## config.mk

```make
export PLATFORM = sky130hd
export DESIGN_NAME = mem_wb_stage_flat
export DESIGN_NICKNAME = d
export VERILOG_FILES = /design/src/rtl/mem_wb_stage_pkg.sv /design/src/rtl/mem_wb_stage_if.sv /design/src/rtl/mem_wb_stage_wb_select.sv /design/src/rtl/mem_wb_stage.sv /design/src/flat_wrapper.sv
export SDC_FILE = /design/constraint.sdc
export NUM_CORES = 1
export LEC_CHECK = 0
export CAP_MARGIN = 10
export CORE_ASPECT_RATIO = 1.4
export CORE_MARGIN = 1
export CORE_UTILIZATION = 50
export DETAILED_ROUTE_END_ITERATION = 6
export GPL_TIMING_DRIVEN = 0
export PLACE_DENSITY = 0.81
export SLEW_MARGIN = 20
export SYNTH_ARGS = -nofsm -noshare
export SYNTH_HDL_FRONTEND = slang
export SYNTH_SLANG_ARGS = --single-unit
```

## constraint.sdc

```tcl
create_clock -name clock -period 7.4 [get_ports clock]
set_input_delay 1.85 -clock clock [delete_from_list [all_inputs] [get_ports clock]]
set_output_delay 1.85 -clock clock [all_outputs]
set_load 0.05 [all_outputs]
```

## src/rtl/mem_wb_stage_pkg.sv

```systemverilog
// Processor-wide definitions shared by the MEM/WB stage: opcodes, ALU ops,
// overflow status codes and architectural register indices.
package mem_wb_stage_pkg;

    // Opcodes, insn[31:27]
    localparam logic [4:0] OP_RTYPE = 5'b00000;
    localparam logic [4:0] OP_J     = 5'b00001;
    localparam logic [4:0] OP_BNE   = 5'b00010;
    localparam logic [4:0] OP_JAL   = 5'b00011;
    localparam logic [4:0] OP_JR    = 5'b00100;
    localparam logic [4:0] OP_ADDI  = 5'b00101;
    localparam logic [4:0] OP_BLT   = 5'b00110;
    localparam logic [4:0] OP_SW    = 5'b00111;
    localparam logic [4:0] OP_LW    = 5'b01000;
    localparam logic [4:0] OP_SETX  = 5'b10101;
    localparam logic [4:0] OP_BEX   = 5'b10110;

    // ALU ops, insn[6:2] of R-type
    localparam logic [4:0] ALU_ADD = 5'b00000;
    localparam logic [4:0] ALU_SUB = 5'b00001;
    localparam logic [4:0] ALU_AND = 5'b00010;
    localparam logic [4:0] ALU_OR  = 5'b00011;
    localparam logic [4:0] ALU_SLL = 5'b00100;
    localparam logic [4:0] ALU_SRA = 5'b00101;
    localparam logic [4:0] ALU_MUL = 5'b00110;
    localparam logic [4:0] ALU_DIV = 5'b00111;

    // Overflow status codes written to $rstatus
    localparam logic [31:0] ST_NONE = 32'd0;
    localparam logic [31:0] ST_ADD  = 32'd1;
    localparam logic [31:0] ST_ADDI = 32'd2;
    localparam logic [31:0] ST_SUB  = 32'd3;
    localparam logic [31:0] ST_MUL  = 32'd4;
    localparam logic [31:0] ST_DIV  = 32'd5;

    // Architectural register indices
    localparam logic [4:0] REG_ZERO   = 5'd0;
    localparam logic [4:0] REG_STATUS = 5'd30;
    localparam logic [4:0] REG_LINK   = 5'd31;

    // Contents of the MEM/WB pipeline register
    typedef struct packed {
        logic [31:0] insn;
        logic [31:0] pc_plus1;
        logic [31:0] alu_result;
        logic [31:0] data_read;
        logic        exception;
        logic [31:0] exception_data;
    } stage_t;

endpackage

```

## src/rtl/mem_wb_stage_if.sv

```systemverilog
// MEM-side capture inputs and writeback-side outputs of the MEM/WB stage.
interface mem_wb_stage_if #(
    parameter int unsigned CNT_W = 8
);
    logic             enable;
    logic             flush;
    logic [31:0]      mem_insn;
    logic [31:0]      mem_pc_plus1;
    logic [31:0]      mem_alu_result;
    logic [31:0]      mem_data_read;
    logic             mem_exception;
    logic [31:0]      mem_exception_data;
    logic             ctrl_writeEnable;
    logic [4:0]       ctrl_writeReg;
    logic [31:0]      data_writeReg;
    logic [31:0]      wb_insn;
    logic             wb_valid;
    logic [CNT_W-1:0] exception_count;

    modport master (
        output enable, flush, mem_insn, mem_pc_plus1, mem_alu_result, mem_data_read,
               mem_exception, mem_exception_data,
        input  ctrl_writeEnable, ctrl_writeReg, data_writeReg, wb_insn, wb_valid,
               exception_count
    );

    modport slave (
        input  enable, flush, mem_insn, mem_pc_plus1, mem_alu_result, mem_data_read,
               mem_exception, mem_exception_data,
        output ctrl_writeEnable, ctrl_writeReg, data_writeReg, wb_insn, wb_valid,
               exception_count
    );
endinterface

```

## src/rtl/mem_wb_stage_wb_select.sv

```systemverilog
// Combinational writeback decode: picks destination register and data for the
// registered instruction using a fixed priority list.
module mem_wb_stage_wb_select
    import mem_wb_stage_pkg::*;
#(
    parameter int unsigned STATUS_REG = 30,
    parameter int unsigned LINK_REG   = 31
) (
    input  logic        valid,
    input  logic [31:0] insn,
    input  logic [31:0] pc_plus1,
    input  logic [31:0] alu_result,
    input  logic [31:0] data_read,
    input  logic        exception,
    input  logic [31:0] exception_data,
    output logic        write_enable,
    output logic [4:0]  write_reg,
    output logic [31:0] write_data
);
    logic [4:0]  opcode;
    logic [4:0]  rd;
    logic        sel;
    logic [4:0]  sel_reg;
    logic [31:0] sel_data;

    assign opcode = insn[31:27];
    assign rd     = insn[26:22];

    // Priority selection: exception status, setx, jal, lw, ALU result
    always_comb begin
        sel      = 1'b1;
        sel_reg  = REG_ZERO;
        sel_data = '0;
        if (exception && exception_data != ST_NONE) begin
            sel_reg  = 5'(STATUS_REG);
            sel_data = exception_data;
        end else begin
            case (opcode)
                OP_SETX: begin
                    sel_reg  = 5'(STATUS_REG);
                    sel_data = {5'b0, insn[26:0]};
                end
                OP_JAL: begin
                    sel_reg  = 5'(LINK_REG);
                    sel_data = pc_plus1;
                end
                OP_LW: begin
                    sel_reg  = rd;
                    sel_data = data_read;
                end
                OP_RTYPE, OP_ADDI: begin
                    sel_reg  = rd;
                    sel_data = alu_result;
                end
                default: sel = 1'b0;
            endcase
        end
    end

    // Gate with valid and $r0 suppression; idle outputs are zero, never stale
    always_comb begin
        write_enable = valid && sel && (sel_reg != REG_ZERO);
        write_reg    = write_enable ? sel_reg : '0;
        write_data   = write_enable ? sel_data : '0;
    end
endmodule

```

## src/rtl/mem_wb_stage.sv

```systemverilog
// MEM/WB pipeline register with writeback control decode and a saturating
// count of committed exceptions.
module mem_wb_stage
    import mem_wb_stage_pkg::*;
#(
    parameter int unsigned STATUS_REG = 30,
    parameter int unsigned LINK_REG   = 31,
    parameter int unsigned CNT_W      = 8
) (
    input logic           clock,
    input logic           reset,
    mem_wb_stage_if.slave bus
);
    stage_t           stage_q;
    logic             valid_q;
    logic [CNT_W-1:0] count_q;
    logic             exc_hit;

    // Only a non-zero status code counts as an exception
    assign exc_hit = bus.mem_exception && (bus.mem_exception_data != ST_NONE);

    // Pipeline register: flush beats enable, otherwise capture or hold
    always_ff @(posedge clock or negedge reset) begin
        if (!reset) begin
            stage_q <= '0;
            valid_q <= 1'b0;
        end else if (bus.flush) begin
            stage_q <= '0;
            valid_q <= 1'b0;
        end else if (bus.enable) begin
            stage_q.insn           <= bus.mem_insn;
            stage_q.pc_plus1       <= bus.mem_pc_plus1;
            stage_q.alu_result     <= bus.mem_alu_result;
            stage_q.data_read      <= bus.mem_data_read;
            stage_q.exception      <= bus.mem_exception;
            stage_q.exception_data <= bus.mem_exception_data;
            valid_q                <= 1'b1;
        end
    end

    // Exception counter: counts captured exceptions and sticks at all-ones
    always_ff @(posedge clock or negedge reset) begin
        if (!reset) begin
            count_q <= '0;
        end else if (!bus.flush && bus.enable && exc_hit && (count_q != '1)) begin
            count_q <= count_q + 1'b1;
        end
    end

    mem_wb_stage_wb_select #(
        .STATUS_REG (STATUS_REG),
        .LINK_REG   (LINK_REG)
    ) u_wb_select (
        .valid          (valid_q),
        .insn           (stage_q.insn),
        .pc_plus1       (stage_q.pc_plus1),
        .alu_result     (stage_q.alu_result),
        .data_read      (stage_q.data_read),
        .exception      (stage_q.exception),
        .exception_data (stage_q.exception_data),
        .write_enable   (bus.ctrl_writeEnable),
        .write_reg      (bus.ctrl_writeReg),
        .write_data     (bus.data_writeReg)
    );

    assign bus.wb_insn         = stage_q.insn;
    assign bus.wb_valid        = valid_q;
    assign bus.exception_count = count_q;
endmodule

```

## src/flat_wrapper.sv

```systemverilog
// flat-port wrapper written by rule: the top's interface ports become plain ports
module mem_wb_stage_flat import mem_wb_stage_pkg::*;
#(
    parameter int unsigned STATUS_REG = 30,
    parameter int unsigned LINK_REG   = 31,
    parameter int unsigned CNT_W      = 8
)
  (clock, reset, bus_enable, bus_flush, bus_mem_insn, bus_mem_pc_plus1, bus_mem_alu_result, bus_mem_data_read, bus_mem_exception, bus_mem_exception_data, bus_ctrl_writeEnable, bus_ctrl_writeReg, bus_data_writeReg, bus_wb_insn, bus_wb_valid, bus_exception_count);
  mem_wb_stage_if #(.CNT_W(CNT_W)) bus_i ();
  input logic clock;
  input logic reset;
  input wire logic [$bits(bus_i.enable)-1:0] bus_enable;
  input wire logic [$bits(bus_i.flush)-1:0] bus_flush;
  input wire logic [$bits(bus_i.mem_insn)-1:0] bus_mem_insn;
  input wire logic [$bits(bus_i.mem_pc_plus1)-1:0] bus_mem_pc_plus1;
  input wire logic [$bits(bus_i.mem_alu_result)-1:0] bus_mem_alu_result;
  input wire logic [$bits(bus_i.mem_data_read)-1:0] bus_mem_data_read;
  input wire logic [$bits(bus_i.mem_exception)-1:0] bus_mem_exception;
  input wire logic [$bits(bus_i.mem_exception_data)-1:0] bus_mem_exception_data;
  output wire logic [$bits(bus_i.ctrl_writeEnable)-1:0] bus_ctrl_writeEnable;
  output wire logic [$bits(bus_i.ctrl_writeReg)-1:0] bus_ctrl_writeReg;
  output wire logic [$bits(bus_i.data_writeReg)-1:0] bus_data_writeReg;
  output wire logic [$bits(bus_i.wb_insn)-1:0] bus_wb_insn;
  output wire logic [$bits(bus_i.wb_valid)-1:0] bus_wb_valid;
  output wire logic [$bits(bus_i.exception_count)-1:0] bus_exception_count;
  assign bus_i.enable = bus_enable;
  assign bus_i.flush = bus_flush;
  assign bus_i.mem_insn = bus_mem_insn;
  assign bus_i.mem_pc_plus1 = bus_mem_pc_plus1;
  assign bus_i.mem_alu_result = bus_mem_alu_result;
  assign bus_i.mem_data_read = bus_mem_data_read;
  assign bus_i.mem_exception = bus_mem_exception;
  assign bus_i.mem_exception_data = bus_mem_exception_data;
  assign bus_ctrl_writeEnable = bus_i.ctrl_writeEnable;
  assign bus_ctrl_writeReg = bus_i.ctrl_writeReg;
  assign bus_data_writeReg = bus_i.data_writeReg;
  assign bus_wb_insn = bus_i.wb_insn;
  assign bus_wb_valid = bus_i.wb_valid;
  assign bus_exception_count = bus_i.exception_count;
  mem_wb_stage #(.STATUS_REG(STATUS_REG), .LINK_REG(LINK_REG), .CNT_W(CNT_W)) u_core (.clock(clock), .reset(reset), .bus(bus_i));
endmodule
```

==> results of run 1 <==
==> cells by family (layout without fill, tap and decap cells) <==
logic type / after synthesis / after routing / share of synthesized area [%]
AOI/OAI and AO/OA: 105 / 105 / 10.7
xor gates and xnor gates: 7 / 7 / 0.732
adders and majority gates: 1 / 1 / 0.149
buffers and inverters: 91 / 365 / 5.86
DFF: 170 / 170 / 50.8
muxes: 161 / 161 / 19.3
and+or+nand+nor: 246 / 246 / 12.5
==> metal layers <==
layer  up-vias  global-route usage, %  wire, um
met5         -                      0         0
met4         0                   16.2      1170
met3        68                   7.36      1930
met2       315                   51.6     13000
met1      3495                   36.7      9890
li1       3287                      -         -
==> synthesized netlist by cell type (all sizes together), types with 2 or more instances <==
| cell type | n | area share [%] |
|---|---|---|
| and3 | 2 | 0.15 |
| a211oi | 33 | 3.0 |
| and2 | 2 | 0.15 |
| mux2i | 160 | 19 |
| a22o | 27 | 2.8 |
| clkbuf | 39 | 1.7 |
| nand4 | 7 | 0.52 |
| and4 | 2 | 0.21 |
| nand2 | 8 | 0.36 |
| nand3 | 2 | 0.12 |
| nor3b | 2 | 0.18 |
| buf | 52 | 4.1 |
| xnor2 | 6 | 0.63 |
| a222oi | 5 | 0.60 |
| nor2 | 197 | 8.8 |
| nor4 | 16 | 1.2 |
| a221oi | 27 | 2.8 |
| dfrtp | 170 | 51 |
| o21a | 2 | 0.18 |
| a21oi | 5 | 0.30 |
==> sequential cells by signal (all words and copies together) (netlist names) <==
name	flops
u_core.bus.exception_count	8
u_core.bus.wb_insn	32
u_core.bus.wb_valid	1
u_core.stage_q	129
==> final timing paths <==
path	from	end	slack, ps	cells past startpoint
worst max-delay path	u_core.stage_q[0]	bus_data_writeReg[20]	1580	7
worst min-delay path	u_core.bus.exception_count[7]	u_core.bus.exception_count[7]	500	1
min in group asynchronous	reset	u_core.stage_q[83]	1370	1
worst max register to register	u_core.bus.exception_count[0]	u_core.bus.exception_count[1]	5650	5
worst min register to register	u_core.bus.exception_count[7]	u_core.bus.exception_count[7]	500	1
max in group asynchronous	reset	u_core.stage_q[5]	5180	2
==> power groups by stage <==
stage                     sequential (mW)  clock (mW)  combinational [mW]
after floorplan                      1.09           0               0.262
after global placement               1.07           0               0.524
after detailed placement             1.07           0               0.535
after CTS                            1.05       0.927               0.537
after global routing                 1.06       0.964               0.571
final                                1.05       0.920               0.535
==> layout make-up <==
cell class / count / area share, %
flip-flops and latches: 170 / 36.4
multi-input cells: 520 / 31.1
repair buffers: 242 / 20.9
plain buffers: 91 / 4.20
clock buffers: 19 / 3.71
well taps: 199 / 2.13
clock inverters: 13 / 1.46
==> metrics by stage <==
step           setup TNS (ps)  instances  area, sq um
3_3_place_gp          -429810       1221        11000
4_1_cts                     0       1254        11700
5_1_grt                     0       1254        11700
3_5_place_dp                0       1222        11100
2_1_floorplan               0        781         8370
6_report                    0       1254        11700
==> reports/qor.yml, run 1 <==
power:
  peakVddDrop_v: 0.000164
  swShare_pct: 29.7
  p_comb_share_pct: 21.3
  netSwitchingPower_uw: 744
  leakagePower_nw: 5.36
  p_total_mw: 2.51
  power_density_mw_per_mm2: 215
  clkPwrFrac_pct: 36.7
  seq_power_share_pct: 42.0
  p_int_mw: 1.76
floorplan:
  die_h_um: 155
  num_rows: 55
  dieArea_sq_mm: 0.0173
  core_sq_mm: 0.0162
  start_util_pct: 51.6
  die_w_um: 111
  pin_count: 244
finish:
  nFillCells: 1243
  multi_input_area_sq_mm: 0.00363
  drive_gt1_share_pct: 7.49
  final_cell_mix: "clkdlybuf4s50_1, nor2_1, dfrtp_1, mux2i_1, clkbuf_1"
  final_common_cell: "clkdlybuf4s50_1"
  n_antenna_cell: 0
  syn_to_final_growth_pct: 39.4
  finish.utilization_pct: 71.9
  ff_latch_area_sq_mm: 0.00425
  final_net_count: 1208
sta:
  setup_viol: 0
  period_share_pct: 78.6
  max_slew.worst_pin.slew_ps: 903
  grt_setup_unrepaired: "no"
  min_period_ps: 5820
  setup_slack_ps: 1580
  hold_viol: 0
  skew_ps: 0.944
  finalMaxSlewViolations: 0
  fmax_ghz: 0.172
  whs_ps: 496
  slew_headroom_pct: 39.4
critical_path:
  required_ps: 5550
  critPathKind: "reg -> out"
  cp-end-kind: "primary output"
  path_cells: "nor4_1 -> nand4_1 -> o21ai_1 -> clkbuf_1 -> nor2_1 -> a211oi_1 -> clkdlybuf4s50_1"
  cp_max_fo: 10
  crit_family: "buffers and inverters"
  crit_buf_inv: 2
  startpoint_type: "register"
  slowest_stage: "clkdlybuf4s50_1"
  worstPathArrival_ps: 3970
  max_stage_delay_ps: 890
clock_tree:
  clock_path_buffers: 2
  post_cts_buffers: 0
  insertion_delay_ps: 430
  h-tree-depth: 4
  cts_sinks: 170
  cts_tree: "done"
  cts-resized-gates: 0
  cts_buffers: 17
  hold_buffers: 0
  root_buffer: "clkbuf_16"
  clk_pin_slew_worst_paths_ps: 70
placement:
  pre_cts_ws_ps: 2110
  io_buffers: 241
  dpl.hpwl_um: 19900
  place.gp.congestion: 0.927
grt:
  grt_pass1_wl_um: 40100
  antenna_found_initial: 0
  grt_max_degree: 92
  grt_overflow: 0
  grt_use_total_pct: 30.7
  grt_pass1_vias: 7394
logic_synthesis:
  yosys_warnings: 0
  synthArstFlopShare_pct: 100
  syn_inst: 781
  avgSynthCellArea_sq_um: 10.7
  ys.flop_type: "dfrtp_1"
  syn_area_sq_mm: 0.00837
  ys_ff_latch: 170
  syn_nets: 947
  synth_cell_types: 41
  synth_edf_count: 0
  seq_area_frac_synth_pct: 50.8
drt:
  ant_nets: 0
  drtIter0Drc: 587
  avgRoutedWirePerCell_um: 20.7
  avgViaCountPerCell: 5.71
  first_pass_iters: 7
  routed_wl_um: 26000
  vias: 7165
  drc: 26
run_status:
  status: "complete, but fails checks"
  violations: "DRC"
min_path:
  hold_path_class: "reg -> reg"
run:
  drv_cap: 0
Note: power is estimated with default switching activity, not from simulation.
==> run 2: changes to the inputs <==
Settings changed: CORE_UTILIZATION 50 to 43, PLACE_DENSITY 0.81 to 0.73.
Clock period 7.4 ns to 5.25 ns, I/O delays scaled along.
==> reports/qor.yml, run 2 (synthesis results as in run 1) <==
finish:
  final_common_cell: "clkdlybuf4s50_1"
  largest_reg_flops: 129  # unchanged
  final_cell_mix: "clkdlybuf4s50_1, nor2_1, dfrtp_1, mux2i_1, clkbuf_1"
  drive_gt1_share_pct: 7.59  # +0.10 points
  regMostFlops: "u_core.stage_q"
  final_net_count: 1208  # unchanged
  syn_to_final_growth_pct: 39.7
drt:
  drc: 0  # -100%
  first_pass_iters: 5  # -2
  drtIter0Drc: 438  # -25%
  vias: 7018  # -2.1%
  ant_nets: 0  # unchanged
  avgViaCountPerCell: 5.38  # -5.8%
  avgRoutedWirePerCell_um: 20.0  # -3.2%
  routed_wl_um: 26100  # +0.70%
sta:
  min_period_ps: 5090
  fmax_ghz: 0.197
  max_slew.worst_pin.slew_ps: 899  # -3.65 ps
  hold_viol: 0  # unchanged
  setup_viol: 0  # unchanged
  skew_ps: 1.43  # +0.483 ps
  slew_headroom_pct: 40.0  # +0.65 points
  period_share_pct: 96.9
  whs_ps: 507  # +11.4 ps
  finalMaxSlewViolations: 0  # unchanged
  grt_setup_unrepaired: "no"
floorplan:
  core_sq_mm: 0.0191  # +18%
  die_h_um: 167  # +7.7%
  pin_count: 244  # unchanged
  start_util_pct: 43.7  # -7.8 points
  num_rows: 60  # +9.1%
  die_w_um: 120  # +7.7%
  dieArea_sq_mm: 0.0200  # +16%
grt:
  met3_usage_pct: 5.35  # -2.0 points
  grt_pass1_vias: 7224  # -2.3%
  grt_max_degree: 98  # +6.5%
  met2_usage_pct: 43.7  # -7.9 points
  grt_pass1_wl_um: 40300  # +0.48%
  use_met1_pct: 33.2  # -3.5 points
  grt_overflow: 0  # unchanged
  grt_use_total_pct: 26.6  # -4.1 points
  top_usage_layer: "met2"
  antenna_found_initial: 2  # +2
critical_path:
  required_ps: 3940  # -1610 ps
  max_stage_delay_ps: 870  # -20 ps
  cp-end-kind: "primary output"
  crit_top_cell: "clkbuf_1"
  startpoint_type: "register"
  slowest_stage: "clkdlybuf4s50_1"
  cp_max_fo: 10  # unchanged
  worstPathArrival_ps: 3780  # -190 ps
  critPathKind: "reg -> out"
  path_cells: "and3b_1 -> and2_1 -> clkbuf_1 -> clkbuf_1 -> a22o_1 -> a221oi_1 -> a211oi_1 -> clkdlybuf4s50_1"
power:
  p_comb_share_pct: 22.2  # +0.9 points
  p_int_mw: 2.35  # +33%
  seq_power_share_pct: 43.6  # +1.6 points
  peakVddDrop_v: 0.000215  # +31%
  p_total_mw: 3.40  # +36%
  swShare_pct: 30.9  # +1.2 points
  leakagePower_nw: 5.41  # +0.83%
  netSwitchingPower_mw: 1.05  # +41%
  clkPwrFrac_pct: 34.2  # -2.5 points
  power_density_mw_per_mm2: 291  # +35%
clock_tree:
  root_buffer: "clkbuf_16"
  h-tree-depth: 4  # unchanged
  cts_sinks: 170  # unchanged
  clock_path_buffers: 2  # unchanged
  cts_buffers: 17  # unchanged
  hold_buffers: 0  # unchanged
  cts_tree: "done"
  insertion_delay_ps: 430  # about the same
  post_cts_buffers: 0  # unchanged
  clk_pin_slew_worst_paths_ps: 70  # about the same
min_path:
  hold_path_class: "reg -> reg"
run:
  drv_cap: 0  # unchanged
placement:
  place.gp.congestion: 0.854  # -7.8%
  io_buffers: 241  # unchanged
  dpl.hpwl_um: 20000  # +0.76%
run_status:
  status: "finished, final reports clean"
-- run 2: cell types whose count changed in the layout (fill, tap and decap cells not counted), moves of 2 or more --
cell,change
clkdlybuf4s50_1,-5
clkinvlp_4,+5
dlymetal6s2s_1,+5
clkinv_4,-4
bufinv_16,-3
inv_6,+3
diode_2,+2
-- run 2: routing by layer --
layer	vias up	part of all wire (%)
met5	-	0
met4	0	3.7
met3	56	5.9
met2	246	50
met1	3436	41
li1	3280	-
-- run 2: repair_timing --
| item | in CTS | in global routing |
|---|---|---|
| setup endpoints to repair | 6 | 5 |
| resized for setup | 2 | 5 |
| pin swaps | 0 | 0 |
-- run 2: worst paths after layout --
| path | end | slack, ps | from | cells after the start |
|---|---|---|---|---|
| worst max-delay path | bus_data_writeReg[18] | 160 | u_core.bus.wb_insn[31] | 8 |
| worst min-delay path | u_core.bus.exception_count[6] | 510 | u_core.bus.exception_count[6] | 1 |
| worst max register to register | u_core.bus.exception_count[1] | 3480 | u_core.bus.exception_count[0] | 5 |
| worst min register to register | u_core.bus.exception_count[6] | 510 | u_core.bus.exception_count[6] | 1 |
| max in group asynchronous | u_core.stage_q[48] | 3540 | reset | 2 |
| min in group asynchronous | u_core.bus.exception_count[5] | 820 | reset | 1 |
-- run 2: layout make-up --
type,instances,area (sq um)
diodes,2,5.00
plain buffers,91,490
clock buffers,19,443
clock inverters,12,92.6
fillers,1659,7450
multi-input cells,520,3640
flip-flops and latches,170,4250
well taps,248,310
repair buffers,242,2460
-- run 2: power groups by stage --
| stage | Combinational [mW] | Sequential (mW) | Clock, mW |
|---|---|---|---|
| finish | 0.755 | 1.48 | 1.16 |
| global route | 0.802 | 1.49 | 1.22 |
| floorplan | 0.369 | 1.54 | 0 |
| detailed placement | 0.755 | 1.50 | 0 |
| CTS | 0.759 | 1.48 | 1.18 |
| global placement | 0.745 | 1.50 | 0 |
-- run 2: metrics by stage --
step	area [sq um]	setup slack (ps)	util, %	instances	setup TNS [ps]
final	11700	161	61.1	1304	0
after global routing	11700	1.98	61.1	1304	0
after CTS	11700	98.1	61.0	1302	0
after detailed placement	11100	404	58.1	1271	0
after global placement	11100	-4250	58.0	1270	-721470
after floorplan	8370	1100	-	781	0
-- run 2: worst max-delay path, delay by kind of cell, from the launching register on --
kind                   cells  cell delay, ps
DFF                        1             580
and+or+nand+nor            2             350
AOI/OAI and AO/OA          3             640
buffers and inverters      3            1760
